--- config.mk ---
export PLATFORM = sky130hd
export DESIGN_NAME = fpu_addsub_issue
export DESIGN_NICKNAME = d
export VERILOG_FILES = /design/src/rtl/fpu_addsub_issue.sv
export SDC_FILE = /design/constraint.sdc
export NUM_CORES = 1
export LEC_CHECK = 0
export ABC_AREA = 1
export BUFFER_PORTS_ARGS = -buffer_cell sky130_fd_sc_hd__buf_2
export CAP_MARGIN = 10
export CORE_ASPECT_RATIO = 1.2
export CORE_MARGIN = 8
export CORE_UTILIZATION = 40
export CTS_CLUSTER_DIAMETER = 40
export CTS_CLUSTER_SIZE = 24
export DETAILED_ROUTE_END_ITERATION = 10
export GPL_TIMING_DRIVEN = 0
export PLACE_DENSITY = 0.75
export SYNTH_ARGS = -nofsm -noshare
export SYNTH_HDL_FRONTEND = slang
export SYNTH_SLANG_ARGS = --single-unit
--- constraint.sdc ---
create_clock -name clk -period 3.15 [get_ports clk]
set_input_delay 0.315 -clock clk [delete_from_list [all_inputs] [get_ports clk]]
set_output_delay 0.315 -clock clk [all_outputs]
set_load 0.03 [all_outputs]
--- src/rtl/fpu_addsub_issue.sv ---
// Issue/bypass front end for a single-precision add/sub core: special operands
// are resolved locally, everything else is handed to the core and its result captured.
module fpu_addsub_issue (
  input  logic        clk,
  input  logic        rst,
  input  logic        in_valid,
  output logic        in_ready,
  input  logic        in_opc,
  input  logic [31:0] in_a,
  input  logic [31:0] in_b,
  output logic        core_opc,
  output logic [31:0] core_a,
  output logic [31:0] core_b,
  input  logic [31:0] core_out,
  output logic        res_valid,
  input  logic        res_ready,
  output logic [31:0] res_data,
  output logic [3:0]  res_flags,
  output logic [15:0] ops_done
);

  typedef enum logic [1:0] {IDLE, EXEC, CAPT, DONE} state_t;

  localparam logic [31:0] QNAN = 32'h7FC00000;

  state_t      state_q, state_d;
  logic        core_opc_q, core_opc_d;
  logic [31:0] core_a_q, core_a_d;
  logic [31:0] core_b_q, core_b_d;
  logic [31:0] res_data_q, res_data_d;
  logic [3:0]  res_flags_q, res_flags_d;
  logic [15:0] ops_done_q, ops_done_d;

  logic        sa, sb;
  logic        a_nan, a_inf, a_zero;
  logic        b_nan, b_inf, b_zero;
  logic        byp;
  logic [31:0] byp_data;
  logic [3:0]  byp_flags;

  assign sa     = in_a[31];
  assign sb     = in_b[31] ^ in_opc;
  assign a_nan  = (&in_a[30:23]) & (|in_a[22:0]);
  assign a_inf  = (&in_a[30:23]) & ~(|in_a[22:0]);
  assign a_zero = ~(|in_a[30:23]);
  assign b_nan  = (&in_b[30:23]) & (|in_b[22:0]);
  assign b_inf  = (&in_b[30:23]) & ~(|in_b[22:0]);
  assign b_zero = ~(|in_b[30:23]);

  // Flags: [3] bypass, [2] zero, [1] infinite, [0] invalid.
  always_comb begin
    byp       = 1'b1;
    byp_data  = '0;
    byp_flags = '0;
    if (a_nan || b_nan) begin
      byp_data  = QNAN;
      byp_flags = 4'b1001;
    end else if (a_inf && b_inf && (sa != sb)) begin
      byp_data  = QNAN;
      byp_flags = 4'b1001;
    end else if (a_inf) begin
      byp_data  = {sa, 8'hFF, 23'h0};
      byp_flags = 4'b1010;
    end else if (b_inf) begin
      byp_data  = {sb, 8'hFF, 23'h0};
      byp_flags = 4'b1010;
    end else if (a_zero && b_zero) begin
      byp_data  = {sa & sb, 31'h0};
      byp_flags = 4'b1100;
    end else if (a_zero) begin
      byp_data  = {sb, in_b[30:0]};
      byp_flags = 4'b1000;
    end else if (b_zero) begin
      byp_data  = {sa, in_a[30:0]};
      byp_flags = 4'b1000;
    end else if ((in_a[30:0] == in_b[30:0]) && (sa != sb)) begin
      // Exact cancellation is outside what the core can produce.
      byp_data  = '0;
      byp_flags = 4'b1100;
    end else begin
      byp = 1'b0;
    end
  end

  always_comb begin
    state_d     = state_q;
    core_opc_d  = core_opc_q;
    core_a_d    = core_a_q;
    core_b_d    = core_b_q;
    res_data_d  = res_data_q;
    res_flags_d = res_flags_q;
    ops_done_d  = ops_done_q;
    case (state_q)
      IDLE: begin
        if (in_valid) begin
          core_opc_d = in_opc;
          core_a_d   = in_a;
          core_b_d   = in_b;
          if (byp) begin
            res_data_d  = byp_data;
            res_flags_d = byp_flags;
            state_d     = DONE;
          end else begin
            state_d = EXEC;
          end
        end
      end
      EXEC: state_d = CAPT;
      CAPT: begin
        res_data_d  = core_out;
        res_flags_d = '0;
        state_d     = DONE;
      end
      DONE: begin
        if (res_ready) begin
          ops_done_d = ops_done_q + 16'd1;
          state_d    = IDLE;
        end
      end
      default: state_d = IDLE;
    endcase
  end

  always_ff @(posedge clk or posedge rst) begin
    if (rst) begin
      state_q     <= IDLE;
      core_opc_q  <= 1'b0;
      core_a_q    <= '0;
      core_b_q    <= '0;
      res_data_q  <= '0;
      res_flags_q <= '0;
      ops_done_q  <= '0;
    end else begin
      state_q     <= state_d;
      core_opc_q  <= core_opc_d;
      core_a_q    <= core_a_d;
      core_b_q    <= core_b_d;
      res_data_q  <= res_data_d;
      res_flags_q <= res_flags_d;
      ops_done_q  <= ops_done_d;
    end
  end

  assign in_ready  = (state_q == IDLE) && !rst;
  assign res_valid = (state_q == DONE);
  assign core_opc  = core_opc_q;
  assign core_a    = core_a_q;
  assign core_b    = core_b_q;
  assign res_data  = res_data_q;
  assign res_flags = res_flags_q;
  assign ops_done  = ops_done_q;

endmodule

==> flow_summary.toml, run 1 <==
[sta]
fin_setup_tns_ps = 0
drv_slew = 0
finalSetupViolCount = 0
hold_viol_final = 0
period_needed_ps = 2070
tightest_slew_ps = 604
slew_headroom_pct = 59.7
finClkSkew_ps = 4.73
post-route-worst-setup-slack_ps = 1080
rsz0062_at_grt = "no"
period_share_pct = 65.8
fmax_mhz = 483

[clock_network]
insertion_delay_ps = 420
clk_pin_slew_ps = 60
htreeDepth = 4
cts.sinks = 119
tritoncts = "built"
cts_made_buffers = 17
postCtsResizedCells = 0
post_cts_buffers = 0
cts_root_buf = "clkbuf_16"
ctsLongestPathBuffers = 2

[detailed_routing]
drc = 0
wire_per_inst_um = 17.2
initialDrtViolationCount = 397
vias = 6752
drt_wl_total_um = 23400
via_per_inst = 4.98
drtAntennaViolNets = 0
first_pass_iters = 5

[power_and_ir_drop]
pwr_density_cell_mw_per_mm2 = 960
total_leakage_power_uw = 0.00477
internal_power_uw = 4470
power.share.switching_pct = 45.8
pwr-share-seq_pct = 30.6
p_switching_uw = 3780
power_frac_comb_pct = 46.0
pwr-share-clk_pct = 23.4
irDropWorstVdd_uv = 527

[run]
maxCapViolCount = 0

[cells_and_area]
area_delta_synth_final_pct = 30.8
fillCellCount = 1562
layout.nets = 1235
drive_above_1_share_pct = 28.0

[grt]
grt_pass1_vias = 6830
grt_remaining_overflow = 0
antenna_found_initial = 4
grt_max_degree = 38
grt_pass1_wl_um = 36500
grtUsageTotal_pct = 22.4

[synth]
syn_nets = 993
netlist_area_mm2 = 0.00657
synth_area_per_cell_um2 = 7.42
seq_area_frac_synth_pct = 45.3
ys_warn_count = 0
yosysUniqueCellTypes = 29
synthCells = 886
yosys_register_bits = 119

[placed_design]
detailed_place_hpwl_um = 18900
place_ws_ps = 711
gp_congestion = 0.921
port_buffers = 219

[die]
dieWidth_um = 133
die_h_um = 156
dieArea_mm2 = 0.0208
ioPinCount = 220
rows = 51
core-area_mm2 = 0.0161
initial_core_util_pct = 40.7

[critical_path]
r2r_cells = 6
required_ps = 3430
worst_setup_path_start_kind = "flop"
cp_max_fo = 10
endpoint_kind = "flop"
crit_type = "reg2reg"
crit_arrival_ps = 2350

[min_path]
hold-path-cell-count = 3
min_path_type = "in2reg"

[outcome]
status = "finished clean"
-- metrics by stage --
step                      cells  power, µW  area (µm²)  util [%]  hold WS, ps
final                      1357       8260        8600      53.3          119
after global routing       1357       8740        8600      53.3          139
after CTS                  1353       8310        8590      53.2          112
after detailed placement   1320       6350        8000      49.5          332
after floorplan             886       5050        6580         -          425
after global placement     1317       6270        7940      49.2          455
-- worst max-delay path, stage by stage (launching register included) --
cell	delay [ps]
dfrtp_1	400
inv_1	90
ha_1	190
nand2_1	130
clkbuf_1	460
clkbuf_1	480
o21ai_0	170
-- registers in the layout (all words and copies together), names as in the netlist --
register   flops
state_q        2
res_data      32
ops_done      16
core_b        32
core_opc       1
core_a        32
res_flags      4
-- layer usage --
layer	up-vias	GRT usage [%]	wire, µm
li1	3288	-	-
met1	3153	26.1	9480
met3	50	6.54	1700
met4	0	11.5	973
met5	-	0	0
met2	261	36.9	11200
-- timing repair --
action                     4_1_cts  5_1_grt
hold buffers                     1        0
setup endpoints to repair        0        0
hold endpoints to repair        10        0
-- power by group through the flow --
stage	logic [µW]	registers, µW	clock network (µW)
floorplan	1340	3720	0
global placement	3760	2510	0
detailed placement	3820	2530	0
CTS	3840	2520	1950
global route	4120	2590	2030
finish	3800	2520	1930
-- cell families after synthesis --
| family | count (synthesis) | share of synthesized area (%) |
|---|---|---|
| buffers and inverters | 137 | 8.83 |
| AO/OA/AOI/OAI | 126 | 10.2 |
| AND/OR/NAND/NOR | 479 | 31.9 |
| flip-flops | 119 | 45.3 |
| XOR/XNOR | 19 | 2.53 |
| adder cells (fa/ha/maj) | 6 | 1.14 |
-- synthesized netlist by cell type, drive strengths merged --
master	n	area, µm²
a21boi	1	7.51
ha	6	75.1
o22ai	24	150
nand3	55	288
nor2	76	327
nor3	1	10.0
buf	10	103
inv	100	375
nand2	331	1370
xor2	7	61.3
nand3b	3	22.5
o21ai	92	460
clkinv	1	5.00
dfrtp	119	2980
a21oi	1	5.00
clkbuf	26	97.6
xnor2	12	105
a31oi	8	50.1
nand4	13	81.3
-- layout by cell type, fill, tap and decap left out, types with 6 or more instances in the layout --
cell type,count
nand2_1,293
buf_2,223
dfrtp_1,119
inv_1,92
o21ai_0,73
nor2_1,65
nand3_1,54
nand2_2,35
clkbuf_1,30
o22ai_1,24
o21ai_1,19
clkbuf_16,17
nand4_1,13
xnor2_1,12
nor2_2,10
a31oi_1,8
inv_2,7
xor2_1,7
clkinv_2,7
buf_12,6
ha_1,6
-- final timing paths --
kind                            slack [ps]                  endpoint                startpoint
worst min-delay path                   120      core_opc$_DFFE_PP0P_                    in_opc
max in group asynchronous             2180    core_a[10]$_DFFE_PP0P_                       rst
min in group asynchronous              450   ops_done[0]$_DFFE_PP0P_                       rst
worst min register to register         470  ops_done[15]$_DFFE_PP0P_  ops_done[15]$_DFFE_PP0P_
worst max register to register        1080    core_b[10]$_DFFE_PP0P_    state_q[1]$_DFFE_PP0P_
worst max-delay path                  1080    core_b[10]$_DFFE_PP0P_    state_q[1]$_DFFE_PP0P_
-- cell type report --
cell class                 instances  area (µm²)  area share, %
antenna                            4        10.0          0.116
buffer                            36         200           2.33
clock buffer                      22         454           5.28
clock inverter                    10         128           1.48
inverter                         101         384           4.47
multi-input combinational        630        3010           35.0
sequential                       119        2980           34.6
tap                              212         265           3.08
timing repair buffer             223        1170           13.6
(Power assumes the default switching activity.)
==> run 2: changes to the inputs <==
Settings changed: PLACE_DENSITY 0.75 to 0.73.
Clock period 3.15 ns to 2 ns, I/O delays scaled along.
==> flow_summary.toml, run 2 (same netlist as run 1, synthesis figures left out) <==
[sta]
period_share_pct = 92.3
period_needed_ps = 1850
hold_viol_final = 0
fin_setup_tns_ps = 0
finClkSkew_ps = 4.68
tightest_slew_ps = 925
drv_slew = 0
fin_hold_ws_ps = 45.2
slew_headroom_pct = 38.2
finalSetupViolCount = 0
fmax_mhz = 541

[outcome]
status = "finished clean"

[die]
dieWidth_um = 133
dieArea_mm2 = 0.0208
ioPinCount = 220
die_h_um = 156
core-area_mm2 = 0.0161
initial_core_util_pct = 40.7
rows = 51

[power_and_ir_drop]
power_uw = 12800
internal_power_uw = 6870
pwr-share-clk_pct = 22.1
p_switching_uw = 5920
total_leakage_power_uw = 0.00479
pwr-share-seq_pct = 31.0
power.share.switching_pct = 46.3
irDropWorstVdd_uv = 676
pwr_density_cell_mw_per_mm2 = 1490
power_frac_comb_pct = 46.9

[clock_network]
cts.sinks = 119
cts_root_buf = "clkbuf_16"
htreeDepth = 4
clk_pin_slew_ps = 50
post_cts_buffers = 0
tritoncts = "built"
cts_made_buffers = 17
insertion_delay_ps = 420
ctsLongestPathBuffers = 2

[grt]
grtUsageTotal_pct = 22.5
grt_remaining_overflow = 0
grt_pass1_wl_um = 36500
antenna_found_initial = 3
grt_pass1_vias = 6854
grt_max_degree = 42

[cells_and_area]
drive_above_1_share_pct = 29.3
fillCellCount = 1586
layout.nets = 1235
post-route-util_pct = 53.2
multi_input_area_mm2 = 0.00304
layout_commonest_cell = "nand2_1"
area_delta_synth_final_pct = 30.7
most-common-layout-cells = "nand2_1 (292), buf_2 (223), dfrtp_1 (119)"
register_area_mm2 = 0.00298
final_cells = 1353

[placed_design]
port_buffers = 219
detailed_place_hpwl_um = 18800
post-place-cells = 1319
gp_congestion = 0.897

[critical_path]
required_ps = 2280
crit_type = "reg2reg"
worst_setup_path_start_kind = "flop"
rrSetupSlack_ps = 150
crit_arrival_ps = 2130
cp_max_fo = 10
endpoint_kind = "flop"

[detailed_routing]
drc = 0
first_pass_iters = 5
drt_wl_total_um = 23300
drtAntennaViolNets = 0
wire_per_inst_um = 17.2
vias = 6750
initialDrtViolationCount = 407
via_per_inst = 4.99

[run]
maxCapViolCount = 0

[min_path]
min_path_type = "in2reg"
==> run 2: cell count changes in the layout (fill, tap and decap cells not counted), moves of 2 or more <==
cell       delta
clkbuf_2     +10
clkinv_2      -3
nor2_4        +2
clkbuf_1     -12
bufinv_16     -3
nor2_1        -3
clkbuf_8      +6
==> run 2: worst paths after layout <==
path                                                from                        to  depth (start not counted)
worst max-delay path              state_q[1]$_DFFE_PP0P_    core_a[10]$_DFFE_PP0P_                          6
worst min-delay path                            in_b[31]    core_b[31]$_DFFE_PP0P_                          3
worst max register to register    state_q[1]$_DFFE_PP0P_    core_a[10]$_DFFE_PP0P_                          6
worst min register to register  ops_done[15]$_DFFE_PP0P_  ops_done[15]$_DFFE_PP0P_                          1
max in group asynchronous                            rst    core_b[25]$_DFFE_PP0P_                          5
min in group asynchronous                            rst   ops_done[0]$_DFFE_PP0P_                          3
==> run 2: power by group through the flow <==
stage               combinational (µW)  sequential [µW]  clock [µW]
floorplan                         2100             5850           0
global placement                  5930             3950           0
detailed placement                6010             3980           0
CTS                               6040             3950        2880
global route                      6510             4090        2980
finish                            5990             3960        2830
==> run 2: cell type report <==
cell class	instances	share of cell area (%)
clock buffer	26	6.16
inverter	101	4.47
timing repair buffer	223	13.5
multi-input combinational	630	35.4
clock inverter	3	0.175
antenna	3	0.0874
tap	212	3.09
sequential	119	34.7
buffer	36	2.48
==> run 2: repair_timing <==
item,4_1_cts,5_1_grt
setup endpoints to repair,40,97
endpoints found under the hold margin,28,0
gates resized for setup,4,22
hold buffers,2,0
pin swaps,0,0
==> run 2: stage by stage <==
stage,instance area (µm²),worst slack (ps)
floorplan,6580,45.6
global placement,7940,-513
detailed placement,7980,-312
CTS,8550,-19.6
global route,8590,-10.8
finish,8590,153
==> run 2: critical path, stage by stage, from the launching register on <==
cell and delay (ps):
dfrtp_1 410, inv_1 90, ha_1 210, nand2_1 140
clkbuf_2 290, clkbuf_1 420, o21ai_0 150
==> run 2: per-layer routing <==
| layer | GRT usage (%) | wire (µm) | up-vias |
|---|---|---|---|
| li1 | - | - | 3294 |
| met1 | 25.9 | 9310 | 3145 |
| met2 | 37.2 | 11200 | 261 |
| met3 | 6.25 | 1850 | 50 |
| met4 | 12.4 | 939 | 0 |
| met5 | 0 | 0 | - |
==> run 3: changes to the inputs <==
Settings changed: BUFFER_PORTS_ARGS -buffer_cell sky130_fd_sc_hd__buf_2 to -buffer_cell sky130_fd_sc_hd__buf_4, REMOVE_ABC_BUFFERS from default to 1.
==> flow_summary.toml, run 3 (same netlist as run 1, synthesis figures left out) <==
[sta]
tightest_slew_ps = 789
finClkSkew_ps = 5.12
slew_headroom_pct = 47.3
period_needed_ps = 1850
finalSetupViolCount = 0
fmax_mhz = 539
fin_setup_tns_ps = 0
post-route-worst-setup-slack_ps = 146
hold_viol_final = 0
drv_slew = 0
period_share_pct = 92.7
fin_hold_ws_ps = 85.2
rsz0062_at_grt = "no"

[cells_and_area]
diodes = 0
area_delta_synth_final_pct = 41.5
layout.nets = 1212
layout_commonest_cell = "nand2_1"
drive_above_1_share_pct = 30.0
most-common-layout-cells = "nand2_1 (290), buf_4 (224), dfrtp_1 (119)"
fillCellCount = 1497
design_area_mm2 = 0.00930

[placed_design]
gp_congestion = 0.875
port_buffers = 219
detailed_place_hpwl_um = 17000
place_ws_ps = -1080
place_area_mm2 = 0.00835

[clock_network]
ctsLongestPathBuffers = 2
cts_root_buf = "clkbuf_16"
cts.sinks = 119
tritoncts = "built"
htreeDepth = 4
cts_made_buffers = 17
clk_pin_slew_ps = 60
insertion_delay_ps = 420

[critical_path]
crit_arrival_ps = 1650
crit_type = "reg2out"
worst_setup_path_start_kind = "flop"
critical-path-top-delay-family = "buffers and inverters"
cp.buffers_inverters = 3
critPathSlowestCell = "dfrtp_1"
required_ps = 1800
endpoint_kind = "output port"
cp_cell_sequence = "inv_2 > ha_4 > inv_1 > nor2_1 > buf_4"
max_stage_delay_ps = 390
cp_max_fo = 4

[grt]
antenna_found_initial = 0
grt_max_degree = 79
grt_pass1_vias = 6643
grtUsageTotal_pct = 22.6
grt_pass1_wl_um = 36600
grt_remaining_overflow = 0

[die]
dieArea_mm2 = 0.0208
dieWidth_um = 133
initial_core_util_pct = 40.7
rows = 51
core-area_mm2 = 0.0161
ioPinCount = 220
die_h_um = 156

[detailed_routing]
drt_wl_total_um = 23500
drtAntennaViolNets = 0
first_pass_iters = 6
wire_per_inst_um = 17.7
initialDrtViolationCount = 475
via_per_inst = 5.05
vias = 6713
drc = 0

[min_path]
min_path_type = "in2reg"

[power_and_ir_drop]
total_leakage_power_uw = 0.00494
pwr_density_cell_mw_per_mm2 = 1510
irDropWorstVdd_uv = 675

[outcome]
status = "finished clean"

[run]
maxCapViolCount = 0
## run 3: cell types whose count changed in the layout (fill, tap and decap cells not counted), sizes merged
cell,before,now
nand2,331,335
dlygate4sd3,2,3
diode,3,0
clkbuf,52,20
clkinvlp,1,5
buf,231,228
bufinv,0,5
bufbuf,0,1
## run 3: stage by stage
stage,instances,util (%),total power (µW)
6_report,1330,57.6,14100
2_1_floorplan,850,-,7780
5_1_grt,1330,57.6,14800
3_3_place_gp,1281,51.3,10200
3_5_place_dp,1283,51.7,10400
4_1_cts,1326,57.1,14100
## run 3: layout make-up
class	count	area, µm²	share of cell area (%)
Clock buffer	20	457	4.91
Clock inverter	12	199	2.14
Inverter	101	389	4.18
Multi-Input combinational cell	634	3170	34.1
Sequential cell	119	2980	32.0
Tap cell	212	265	2.85
Timing Repair Buffer	232	1840	19.8
## run 3: worst reg2reg max path, stage by stage, from the launching register on
cell        delay, ps
dfrtp_1           390
inv_2             130
ha_4              260
nand2_8           140
buf_16            200
clkinvlp_4        140
buf_4             190
nand2_8           130
nand3_1           100
nand2_1            60
## run 3: worst paths after layout
| check | to | depth (start not counted) | slack, ps | startpoint |
|---|---|---|---|---|
| hold / removal | core_b[23]$_DFFE_PP0P_ | 3 | 90 | in_b[23] |
| max in group asynchronous | core_b[13]$_DFFE_PP0P_ | 4 | 900 | rst |
| setup / recovery | in_ready | 5 | 150 | state_q[0]$_DFFE_PP0P_ |
| hold reg to reg | ops_done[15]$_DFFE_PP0P_ | 1 | 470 | ops_done[15]$_DFFE_PP0P_ |
| min in group asynchronous | ops_done[3]$_DFFE_PP0P_ | 3 | 360 | rst |
| setup reg to reg | res_data[24]$_DFFE_PP0P_ | 9 | 150 | state_q[0]$_DFFE_PP0P_ |
## run 3: routing by layer
| metal | track usage, % | part of all wire [%] |
|---|---|---|
| met1 | 27.0 | 41 |
| met2 | 37.7 | 49 |
| met5 | 0 | 0 |
| met3 | 5.74 | 6.6 |
| met4 | 9.86 | 3.2 |
## run 3: repair_timing
action                                  4_1_cts  5_1_grt
pin swaps                                     3        3
endpoints found under the setup margin       36       38
hold buffers                                  3        0
cloned                                        4        1
resized for setup                            11       10
endpoints found under the hold margin        43        0
buffers inserted                              4        3
## run 3: report_power, final
part,internal (µW),switching [µW]
clock,2270,1130
sequential,3400,598
combinational,2290,4370
total,7960,6100
